## config.mk

```make
export PLATFORM = sky130hd
export DESIGN_NAME = game_screen_ctrl_flat
export DESIGN_NICKNAME = d
export VERILOG_FILES = /design/src/rtl/game_screen_ctrl_pkg.sv /design/src/rtl/game_screen_ctrl_if.sv /design/src/rtl/game_screen_ctrl_key_edge.sv /design/src/rtl/game_screen_ctrl.sv /design/src/flat_wrapper.sv
export SDC_FILE = /design/constraint.sdc
export NUM_CORES = 1
export LEC_CHECK = 0
export BUFFER_PORTS_ARGS = -buffer_cell sky130_fd_sc_hd__buf_4
export CORE_UTILIZATION = 35
export DETAILED_ROUTE_END_ITERATION = 10
export GPL_TIMING_DRIVEN = 0
export PLACE_DENSITY_LB_ADDON = 0.08
export SYNTH_ARGS = -nofsm -noshare
export SYNTH_HDL_FRONTEND = slang
export SYNTH_SLANG_ARGS = --single-unit
```

## constraint.sdc

```tcl
create_clock -name clk -period 1.89 [get_ports clk]
set_input_delay 0.0945 -clock clk [delete_from_list [all_inputs] [get_ports clk]]
set_output_delay 0.0945 -clock clk [all_outputs]
set_load 0.05 [all_outputs]
```

## src/rtl/game_screen_ctrl_pkg.sv

```systemverilog
// Shared definitions for the game screen sequencer: screen state codes and
// the slot order of the concatenated per-screen pixel/address buses.
package game_screen_ctrl_pkg;

    localparam int SCREEN_W = 3;

    typedef enum logic [SCREEN_W-1:0] {
        S_TITLE  = 3'd0,
        S_RECORD = 3'd1,
        S_PLAY   = 3'd2,
        S_OVER   = 3'd3,
        S_PAUSE  = 3'd4
    } state_e;

    // slot index into {over,game,record,title}
    localparam int SLOT_TITLE  = 0;
    localparam int SLOT_RECORD = 1;
    localparam int SLOT_GAME   = 2;
    localparam int SLOT_OVER   = 3;

endpackage

```

## src/rtl/game_screen_ctrl_if.sv

```systemverilog
// Bundle between the per-screen renderers / key inputs and the screen
// sequencer. master = stimulus/environment side, slave = sequencer side.
interface game_screen_ctrl_if
    import game_screen_ctrl_pkg::*;
#(
    parameter int PIX_W  = 12,
    parameter int ADDR_W = 17
);
    logic [4*PIX_W-1:0]  pixel_in;
    logic [4*ADDR_W-1:0] pixel_addr_in;
    logic                enter;
    logic                select;
    logic                lose;
    logic                pause;
    logic [PIX_W-1:0]    pixel;
    logic [ADDR_W-1:0]   pixel_addr;
    logic                restart;
    logic                record;
    logic                music;
    logic                game_hold;
    logic [SCREEN_W-1:0] screen;

    modport master (
        output pixel_in, pixel_addr_in, enter, select, lose, pause,
        input  pixel, pixel_addr, restart, record, music, game_hold, screen
    );

    modport slave (
        input  pixel_in, pixel_addr_in, enter, select, lose, pause,
        output pixel, pixel_addr, restart, record, music, game_hold, screen
    );
endinterface

```

## src/rtl/game_screen_ctrl_key_edge.sv

```systemverilog
// Rising-edge pulse for a level key. History resets high so a key that is
// already down when reset releases never produces a pulse.
module key_edge (
    input  logic clk,
    input  logic rst,
    input  logic key,
    output logic key_p
);
    logic key_q;

    // one-cycle key history
    always_ff @(posedge clk or posedge rst) begin
        if (rst) key_q <= 1'b1;
        else     key_q <= key;
    end

    assign key_p = key & ~key_q;
endmodule

```

## src/rtl/game_screen_ctrl.sv

```systemverilog
// Screen sequencer: picks which renderer drives the VGA pixel register,
// issues restart/record/music strobes and blanks the output for
// BLANK_CYCLES after every screen change.
// Optional pause screen is enabled by defining GAME_PAUSE_EN.
module game_screen_ctrl
    import game_screen_ctrl_pkg::*;
#(
    parameter int PIX_W        = 12,
    parameter int ADDR_W       = 17,
    parameter int BLANK_CYCLES = 16
) (
    input logic          clk,
    input logic          rst,
    game_screen_ctrl_if.slave bus
);
    localparam int BW = (BLANK_CYCLES > 0) ? $clog2(BLANK_CYCLES + 1) : 1;
    localparam logic [BW-1:0] BLANK_LOAD = BW'(BLANK_CYCLES);

    state_e            state_q, state_d;
    logic [BW-1:0]     blank_cnt;
    logic              blanking;
    logic              enter_p, pause_p;
    logic              go_enter, go_pause, go_lose;
    logic              rec_d;

    logic [PIX_W-1:0]  pix_title, pix_record, pix_game, pix_over, pix_sel;
    logic [ADDR_W-1:0] adr_title, adr_record, adr_game, adr_over, adr_sel;
    logic              restart_d;

    logic [PIX_W-1:0]  pixel_q;
    logic [ADDR_W-1:0] pixel_addr_q;
    logic              restart_q, record_q, music_q;

    key_edge u_enter_edge (.clk(clk), .rst(rst), .key(bus.enter), .key_p(enter_p));
    key_edge u_pause_edge (.clk(clk), .rst(rst), .key(bus.pause), .key_p(pause_p));

    // keys and lose are dead while the screen is blanked
    assign blanking = (blank_cnt != '0);
    assign go_enter = enter_p  & ~blanking;
    assign go_pause = pause_p  & ~blanking;
    assign go_lose  = bus.lose & ~blanking;

    assign pix_title  = bus.pixel_in[SLOT_TITLE*PIX_W  +: PIX_W];
    assign pix_record = bus.pixel_in[SLOT_RECORD*PIX_W +: PIX_W];
    assign pix_game   = bus.pixel_in[SLOT_GAME*PIX_W   +: PIX_W];
    assign pix_over   = bus.pixel_in[SLOT_OVER*PIX_W   +: PIX_W];
    assign adr_title  = bus.pixel_addr_in[SLOT_TITLE*ADDR_W  +: ADDR_W];
    assign adr_record = bus.pixel_addr_in[SLOT_RECORD*ADDR_W +: ADDR_W];
    assign adr_game   = bus.pixel_addr_in[SLOT_GAME*ADDR_W   +: ADDR_W];
    assign adr_over   = bus.pixel_addr_in[SLOT_OVER*ADDR_W   +: ADDR_W];

`ifdef GAME_PAUSE_EN
    localparam int FW = PIX_W / 3;

    // halve each colour field independently
    function automatic logic [PIX_W-1:0] dim_pix(input logic [PIX_W-1:0] p);
        logic [PIX_W-1:0] r;
        r = '0;
        for (int f = 0; f < 3; f++) r[f*FW +: FW] = p[f*FW +: FW] >> 1;
        return r;
    endfunction
`endif

    // state register and blank timer (reloaded on any screen change)
    always_ff @(posedge clk or posedge rst) begin
        if (rst) begin
            state_q   <= S_TITLE;
            blank_cnt <= '0;
        end else begin
            state_q <= state_d;
            if (state_d != state_q) blank_cnt <= BLANK_LOAD;
            else if (blanking)      blank_cnt <= blank_cnt - BW'(1);
        end
    end

    // next-state logic; PAUSE exits are kept in both builds but the state
    // is only reachable with the pause feature enabled
    always_comb begin
        state_d = state_q;
        case (state_q)
            S_TITLE:  if (go_enter) state_d = bus.select ? S_RECORD : S_PLAY;
            S_RECORD: if (go_enter) state_d = S_TITLE;
            S_PLAY: begin
                if (go_lose) state_d = S_OVER;
`ifdef GAME_PAUSE_EN
                else if (go_pause) state_d = S_PAUSE;
`endif
            end
            S_OVER:   if (go_enter) state_d = S_TITLE;
            S_PAUSE: begin
                if (go_enter)      state_d = S_TITLE;
                else if (go_pause) state_d = S_PLAY;
            end
            default:  state_d = S_TITLE;
        endcase
    end

    assign rec_d = (state_q == S_PLAY) && (state_d == S_OVER);

`ifdef GAME_PAUSE_EN
    logic hold_d, hold_q;
`endif

    // per-state slot selection and restart level; bad codes look like TITLE
    always_comb begin
        pix_sel   = pix_title;
        adr_sel   = adr_title;
        restart_d = 1'b1;
`ifdef GAME_PAUSE_EN
        hold_d    = 1'b0;
`endif
        case (state_q)
            S_RECORD: begin
                pix_sel = pix_record;
                adr_sel = adr_record;
            end
            S_PLAY: begin
                pix_sel   = pix_game;
                adr_sel   = adr_game;
                restart_d = 1'b0;
            end
            S_OVER: begin
                pix_sel   = pix_over;
                adr_sel   = adr_over;
                restart_d = 1'b0;
            end
            S_PAUSE: begin
`ifdef GAME_PAUSE_EN
                pix_sel   = dim_pix(pix_game);
                hold_d    = 1'b1;
`else
                pix_sel   = pix_game;
`endif
                adr_sel   = adr_game;
                restart_d = 1'b0;
            end
            default: ;
        endcase
    end

    // output register: one cycle behind the state, black while blanking
    always_ff @(posedge clk or posedge rst) begin
        if (rst) begin
            pixel_q      <= '0;
            pixel_addr_q <= '0;
            restart_q    <= 1'b1;
            record_q     <= 1'b0;
            music_q      <= 1'b0;
        end else begin
            pixel_q      <= blanking ? '0 : pix_sel;
            pixel_addr_q <= adr_sel;
            restart_q    <= restart_d;
            record_q     <= rec_d;
            music_q      <= rec_d;
        end
    end

`ifdef GAME_PAUSE_EN
    // freeze the game core while paused
    always_ff @(posedge clk or posedge rst) begin
        if (rst) hold_q <= 1'b0;
        else     hold_q <= hold_d;
    end
    assign bus.game_hold = hold_q;
`else
    assign bus.game_hold = 1'b0;
`endif

    assign bus.pixel      = pixel_q;
    assign bus.pixel_addr = pixel_addr_q;
    assign bus.restart    = restart_q;
    assign bus.record     = record_q;
    assign bus.music      = music_q;
    assign bus.screen     = state_q;
endmodule

```

## src/flat_wrapper.sv

```systemverilog
// flat-port wrapper written by rule: the top's interface ports become plain ports
module game_screen_ctrl_flat import game_screen_ctrl_pkg::*;
#(
    parameter int PIX_W        = 12,
    parameter int ADDR_W       = 17,
    parameter int BLANK_CYCLES = 16
)
  (clk, rst, bus_pixel_in, bus_pixel_addr_in, bus_enter, bus_select, bus_lose, bus_pause, bus_pixel, bus_pixel_addr, bus_restart, bus_record, bus_music, bus_game_hold, bus_screen);
  game_screen_ctrl_if #(.PIX_W(PIX_W), .ADDR_W(ADDR_W)) bus_i ();
  input logic clk;
  input logic rst;
  input wire logic [$bits(bus_i.pixel_in)-1:0] bus_pixel_in;
  input wire logic [$bits(bus_i.pixel_addr_in)-1:0] bus_pixel_addr_in;
  input wire logic [$bits(bus_i.enter)-1:0] bus_enter;
  input wire logic [$bits(bus_i.select)-1:0] bus_select;
  input wire logic [$bits(bus_i.lose)-1:0] bus_lose;
  input wire logic [$bits(bus_i.pause)-1:0] bus_pause;
  output wire logic [$bits(bus_i.pixel)-1:0] bus_pixel;
  output wire logic [$bits(bus_i.pixel_addr)-1:0] bus_pixel_addr;
  output wire logic [$bits(bus_i.restart)-1:0] bus_restart;
  output wire logic [$bits(bus_i.record)-1:0] bus_record;
  output wire logic [$bits(bus_i.music)-1:0] bus_music;
  output wire logic [$bits(bus_i.game_hold)-1:0] bus_game_hold;
  output wire logic [$bits(bus_i.screen)-1:0] bus_screen;
  assign bus_i.pixel_in = bus_pixel_in;
  assign bus_i.pixel_addr_in = bus_pixel_addr_in;
  assign bus_i.enter = bus_enter;
  assign bus_i.select = bus_select;
  assign bus_i.lose = bus_lose;
  assign bus_i.pause = bus_pause;
  assign bus_pixel = bus_i.pixel;
  assign bus_pixel_addr = bus_i.pixel_addr;
  assign bus_restart = bus_i.restart;
  assign bus_record = bus_i.record;
  assign bus_music = bus_i.music;
  assign bus_game_hold = bus_i.game_hold;
  assign bus_screen = bus_i.screen;
  game_screen_ctrl #(.PIX_W(PIX_W), .ADDR_W(ADDR_W), .BLANK_CYCLES(BLANK_CYCLES)) u_core (.clk(clk), .rst(rst), .bus(bus_i));
endmodule
```

# Word level (Yosys, flattened, before mapping)
# Cells that the tools add are included.
# W data, S select, Z words.
[op_classes]
n_addsub = 1
n_eq_ne = 6
bitwise_logic = 8
n_mux = 13
reduce_logical = 7
[op_table]
columns = ["operator", "count"]
rows = [
  ["$pmux W17 S3", 1],
  ["$pmux W12 S3", 1],
  ["$mux W3", 5],
  ["$mux W12", 1],
  ["$pmux W3 S4", 1],
  ["$mux W5", 2],
  ["$eq A3 B2 Y1 const B", 3],
  ["$and A1 B1 Y1", 5],
  ["$reduce_bool A5 Y1", 1],
  ["$sub A5 B1 Y5 const B", 1],
  ["$reduce_or A2 Y1", 2],
  ["$eq A3 B1 Y1 const B", 1],
  ["$eq A3 B3 Y1 const B", 1],
  ["$logic_not A3 Y1", 1],
  ["$ne A3 B3 Y1", 1],
  ["$not A1 Y1", 3],
  ["$reduce_or A3 Y1", 1],
  ["$mux W2", 1],
  ["$reduce_bool A2 Y1", 1],
  ["$logic_and A1 B1 Y1", 1],
  ["$mux W1", 1],
]
[totals]
elab_cells = 43
input_bits = 122
out_inout_bits = 36
regBits = 41

# Depth between registers and ports, before layout
[depth]
ltp_word = 8
depth_mapped = 7

# By module
# A second synthesis with hierarchy kept.
[unflattened]
cells_unflattened = 246
area_unflattened_um2 = 2772.7
[modules_own_cells]
columns = ["module", "area_each_um2", "cells_each", "n_inst"]
rows = [
  ["game_screen_ctrl", 2685.1, 240, 1],
  ["key_edge", 43.8, 3, 2],
]

# Worst setup path after synthesis
# Ideal clock, no wire load.
[synth_timing]
path_kind = "register -> register"
startpoint = "register u_core.state_q[0] (netlist: u_core.bus.screen[0])"
endpoint = "register u_core.pixel_q[10] (netlist: u_core.bus.pixel[10])"
path_stages_with_launch = 6
arrival_ns = 1.793
synth_period_minus_slack_ns = 1.941
setup_slack_ns = -0.051
path_cell_list = "dfrtp_1 buf_4 buf_4 mux4_2 nor2_1 a311oi_1"
[synth_between]
elab_chain_cells = 4
elab_cells_between_ends = 7
classes_between = "eq/ne: 4; mux: 2; reduce/logical: 1"
[synth_lines]
columns = ["item", "line", "source"]
rows = [
  ["from (decl)", "game_screen_ctrl.sv:19", "state_e state_q, state_d;"],
  ["from (signal assigned)", "game_screen_ctrl.sv:70", "state_q <= state_d;"],
  ["$eq A3 B3 Y1 / $eq A3 B2 Y1 (equally long branches)", "game_screen_ctrl.sv:112", "case (state_q)"],
  ["$reduce_or A2 Y1 (no line)", "-", ""],
  ["$pmux W12 S3 *", "game_screen_ctrl.sv:112", ""],
  ["$mux W12 *", "game_screen_ctrl.sv:150", "pixel_q <= blanking ? '0 : pix_sel;"],
  ["to (signal assigned)", "game_screen_ctrl.sv:150", ""],
  ["to (decl)", "game_screen_ctrl.sv:30", "logic [PIX_W-1:0] pixel_q;"],
]
# Mark *: on every way between the ends. The rest lies on a longest branch, timed or not.
# A chain may end at the register's enable or synchronous reset.

# Final worst setup path
[layout_timing]
startpoint = "register u_core.blank_cnt[1]"
endpoint = "register u_core.blank_cnt[4]"
[layout_between]
elab_chain_cells = 8
elab_cells_between_ends = 16
classes_between = "add/sub: 1; eq/ne: 1; mux: 8; bitwise: 4; reduce/logical: 2"
[layout_lines]
columns = ["item", "line", "source"]
rows = [
  ["from (decl)", "game_screen_ctrl.sv:20", "logic [BW-1:0] blank_cnt;"],
  ["from (signal assigned)", "game_screen_ctrl.sv:72", "else if (blanking) blank_cnt <= blank_cnt - BW'(1);"],
  ["$reduce_bool A5 Y1", "game_screen_ctrl.sv:38", "assign blanking = (blank_cnt != '0);"],
  ["$not A1 Y1", "game_screen_ctrl.sv:39, game_screen_ctrl.sv:40, game_screen_ctrl.sv:41", ""],
  ["$and A1 B1 Y1", "game_screen_ctrl.sv:40", "assign go_pause = pause_p & ~blanking;"],
  ["$mux W3", "game_screen_ctrl.sv:92", "else if (go_pause) state_d = S_PLAY;"],
  ["$mux W3", "game_screen_ctrl.sv:91", "if (go_enter) state_d = S_TITLE;"],
  ["$pmux W3 S4", "game_screen_ctrl.sv:80", "case (state_q)"],
  ["$ne A3 B3 Y1", "game_screen_ctrl.sv:71", "if (state_d != state_q) blank_cnt <= BLANK_LOAD;"],
  ["$mux W5 / $reduce_bool A2 Y1 (equally long branches)", "-", ""],
]
# Several ways; a longest one is shown, not always the timed one. The select of a mux whose other input is x is not followed.

==> impl_results.md <==
- Final setup violation count: 0
- XOR/XNOR share of the synthesized area: 1.046%
- Starting Density: 36.56%
- Total I/O pin count: roughly 160
- Area growth from synthesis to layout: 66.82%
- Measured slew at the worst slew-check pin: 870.4 ps
- Area share of fa/ha/maj cells after synthesis: 0.9965%
- Cell area after synthesis: 2511 µm²
- Startpoint of the worst register-to-register path: u_core.blank_cnt[1]
- Floorplan die height: 86.71 µm
- Insertion delay to the later sink of the worst-skew pair: 300 ps
- Pins over their slew limit: 0
- Critical Setup Path Class: register to register
- Number of vias per cell: 5.013
- Sinks on the clock net: 41
- Arr. time, crit path: 2110 ps
- Flop and latch count out of synthesis: 41
- HPWL after detailed placement: 6192 µm
- Reg-to-Reg End: u_core.blank_cnt[4]
- TritonCTS clock tree: done
- Total Nets Final: ~570
- Port-buffer cells: 156
- Hold violation count in the final report: 26
- Simple-gate portion of the synthesized area: 15.65%
- Total gr overflow: 0
- Maximum operating frequency: 534.8 MHz
- Number of levels the H-tree was split into: 2
- Dominant combinational cell family by area after synthesis: compound AO/OA/AOI/OAI gates
- Hold/Removal Path Class: primary input to async pin
- Syn Nets: 384
- Power density of the placed cells: 1366 nW/µm²
- Die footprint: roughly 7500 µm²
- Worst Reg-to-Reg Cells: 6
- Initial antenna violation count: 0
- Most frequent cells in the layout: 166 x sky130_fd_sc_hd__buf_4, 53 x sky130_fd_sc_hd__nand2_1, 40 x sky130_fd_sc_hd__o21ai_0, 37 x sky130_fd_sc_hd__dfrtp_1, 18 x sky130_fd_sc_hd__mux2i_1
- CP max FO: 5
- WL per Instance: 15.55 µm
- Final wirelength: 8429 µm
- Share of async-settable or async-resettable flops after synthesis: 100.0%
- Count of synthesis-stage warnings from yosys: 0
- Fillers: 634
- Portion of the clock cycle consumed by the worst path in the final layout: a little under 100%
- Top routing layer used: met4
- Worst clock skew: approximately 11 ps
- Post-layout min period: 1870 ps
- Endpoint class of the critical path: register
- Vias in the first global route: 2681
- First-iteration detailed-routing DRC count: 148
- Slew headroom: 41.89%
- Number of placement rows: 30
- Post-synthesis cell count: 260
- Sum Neg Setup Slack: 0 ps
- Total GRT Usage: about 23%
- Unrepaired setup endpoints after global routing: yes
- Total chip power: roughly 5700 µW
- Highest ir drop seen on vdd: about 570 µV
- Global-route wire length before repair: 12990 µm
- Register-to-register path setup slack: 20 ps
- Max capacitance violation total: 0
- Fraction of layout cells with a size suffix above 1: 48.65%
- Via count of the routed design: 2717
- Sum of met3 wire segment lengths after detailed routing: 635 µm
- Prevailing post-synth register cell: sky130_fd_sc_hd__dfrtp_1
- Max Root-Sink Buffers: 2
- Number of synthesized flops with an enable pin: 0
- Overall die width: 86.71 µm
- TritonCTS Buffers: 5
- Start point of the critical path: u_core.blank_cnt[1]
- LEAKAGE: 0.001970 µW
- Placeable core area: 6869 µm²
- Root Buffer: sky130_fd_sc_hd__clkbuf_8
- Multiplexer share of the synthesized area: between 15 and 20%
- Routability-driven placement congestion ratio: approximately 0.79
- Largest net degree at the start of global routing: 42
- Met1 WL: about 3400 µm
- Number of inserted diodes: 0
- Capturing element of the worst setup path: u_core.blank_cnt[4]
- Count of different cell masters after synthesis: 39
- Worst Setup Start Kind: register
- Register area share after synthesis: 41.01%
- Run status: finished, violations left
- Critical Path RT: 2130 ps
- Detailed-router iteration count before antenna repair: 4
- Reg clk slew, reported paths: 90 ps
- Violations in the final reports: negative hold slack
- Leading cell type in the layout, fill and taps excluded: sky130_fd_sc_hd__buf_4
- Drt drc: 0
- Area fraction in compound gates after synthesis: a little under a fifth
- Antenna Nets Post-Route: 0
- Average footprint of a synthesized cell: approximately 9.7 µm²
- Worst hold-check slack: -31.03 ps
- Met2 routed wirelength: 4299 µm
## worst min path at each step
| stage | startpoint | endpoint | slack, ps | depth (start not counted) |
|---|---|---|---|---|
| CTS | bus_pixel_addr_in[7] | u_core.bus.pixel_addr[7] | 2 | 3 |
| global route | bus_pixel_addr_in[7] | u_core.bus.pixel_addr[7] | 20 | 3 |
| detailed placement | bus_pause | u_core.u_pause_edge.key_q | 210 | 1 |
| global placement | bus_pause | u_core.u_pause_edge.key_q | 220 | 1 |
| floorplan | bus_enter | u_core.u_enter_edge.key_q | 100 | 0 |
| finish | rst | u_core.bus.pixel_addr[12] | -30 | 2 |
## sequential cells by signal, indices dropped and copies added, names as in the netlist
| register | cells |
|---|---|
| u_core.bus.pixel_addr | 17 |
| u_core.u_pause_edge.key_q | 1 |
| u_core.u_enter_edge.key_q | 1 |
| u_core.bus.pixel | 12 |
| u_core.blank_cnt | 5 |
| u_core.bus.record | 1 |
| u_core.bus.screen | 3 |
| u_core.bus.restart | 1 |
## worst max-delay path, stage by stage, from the launching register on
cell and delay [ps]:
sky130_fd_sc_hd__dfrtp_1 400, sky130_fd_sc_hd__inv_2 80, sky130_fd_sc_hd__ha_4 140, sky130_fd_sc_hd__or4b_4 500, sky130_fd_sc_hd__a211o_1 330, sky130_fd_sc_hd__a2bb2oi_4 200
sky130_fd_sc_hd__nand4bb_1 160
## synth_stat cells, types with 2 or more instances
cell	number	share of area, %
sky130_fd_sc_hd__a21oi_1	2	0.40
sky130_fd_sc_hd__a311oi_1	12	4.2
sky130_fd_sc_hd__buf_1	4	0.60
sky130_fd_sc_hd__buf_2	9	1.8
sky130_fd_sc_hd__buf_4	4	1.2
sky130_fd_sc_hd__clkbuf_1	7	1.0
sky130_fd_sc_hd__dfrtp_1	38	38
sky130_fd_sc_hd__dfstp_2	3	3.1
sky130_fd_sc_hd__ha_1	2	1.0
sky130_fd_sc_hd__inv_1	3	0.45
sky130_fd_sc_hd__mux2i_1	18	7.2
sky130_fd_sc_hd__mux4_2	12	11
sky130_fd_sc_hd__nand2_1	53	7.9
sky130_fd_sc_hd__nand2b_1	2	0.50
sky130_fd_sc_hd__nand4bb_1	2	0.90
sky130_fd_sc_hd__nor2_1	17	2.5
sky130_fd_sc_hd__nor2b_1	2	0.50
sky130_fd_sc_hd__nor3_1	3	0.60
sky130_fd_sc_hd__o21ai_0	40	8.0
sky130_fd_sc_hd__o21ai_1	7	1.4
sky130_fd_sc_hd__xnor2_1	2	0.70
## routing by layer
| layer | track usage [%] | vias to the layer above |
|---|---|---|
| li1 | - | 1301 |
| met1 | 27.68 | 1287 |
| met2 | 39.25 | 121 |
| met3 | 5.714 | 8 |
| met4 | 7.727 | 0 |
| met5 | 0 | - |
## logic make-up after synthesis
logic type                 Yosys count
other                                1
buffers and inverters               27
and+or+nand+nor                     85
muxes                               30
DFF                                 41
xor gates and xnor gates             3
adders and majority gates            2
AOI/OAI and AO/OA                   71
## what timing repair did
item | 4_1_cts | 5_1_grt
resized for setup | 8 | 16
buffers inserted | 2 | 4
endpoints found under the setup margin | 24 | 35
pin swaps | 2 | 5
hold buffers | 16 | 0
hold endpoints to repair | 16 | 0
## through the flow
step	setup slack, ps	util, %	instance area, µm²	cells
2_1_floorplan	85.69	-	2512	260
3_3_place_gp	-67.81	55.37	3804	512
3_5_place_dp	-72.13	55.37	3804	512
4_1_cts	4.947	60.00	4121	538
5_1_grt	-30.39	60.98	4189	542
6_report	20.29	60.98	4189	542
## where the power goes
part           leakage, µW  switching (µW)  total (µW)  internal [µW]
sequential        0.000511             167        1360           1190
clock            0.0000552             324         717            393
combinational      0.00140            2270        3650           1380
## final cells by class
type / instances / area (µm²) / share of cell area, %
multi-input cells: 192 / 1405 / 33.54
repair buffers: 178 / 1376 / 32.86
flip-flops and latches: 41 / 1031 / 24.61
plain buffers: 24 / 137.6 / 3.286
well taps: 96 / 120.1 / 2.867
clock buffers: 6 / 72.57 / 1.732
clock inverters: 2 / 35.03 / 0.8363
inverters: 3 / 11.26 / 0.2688
(Power assumes the default switching activity.)
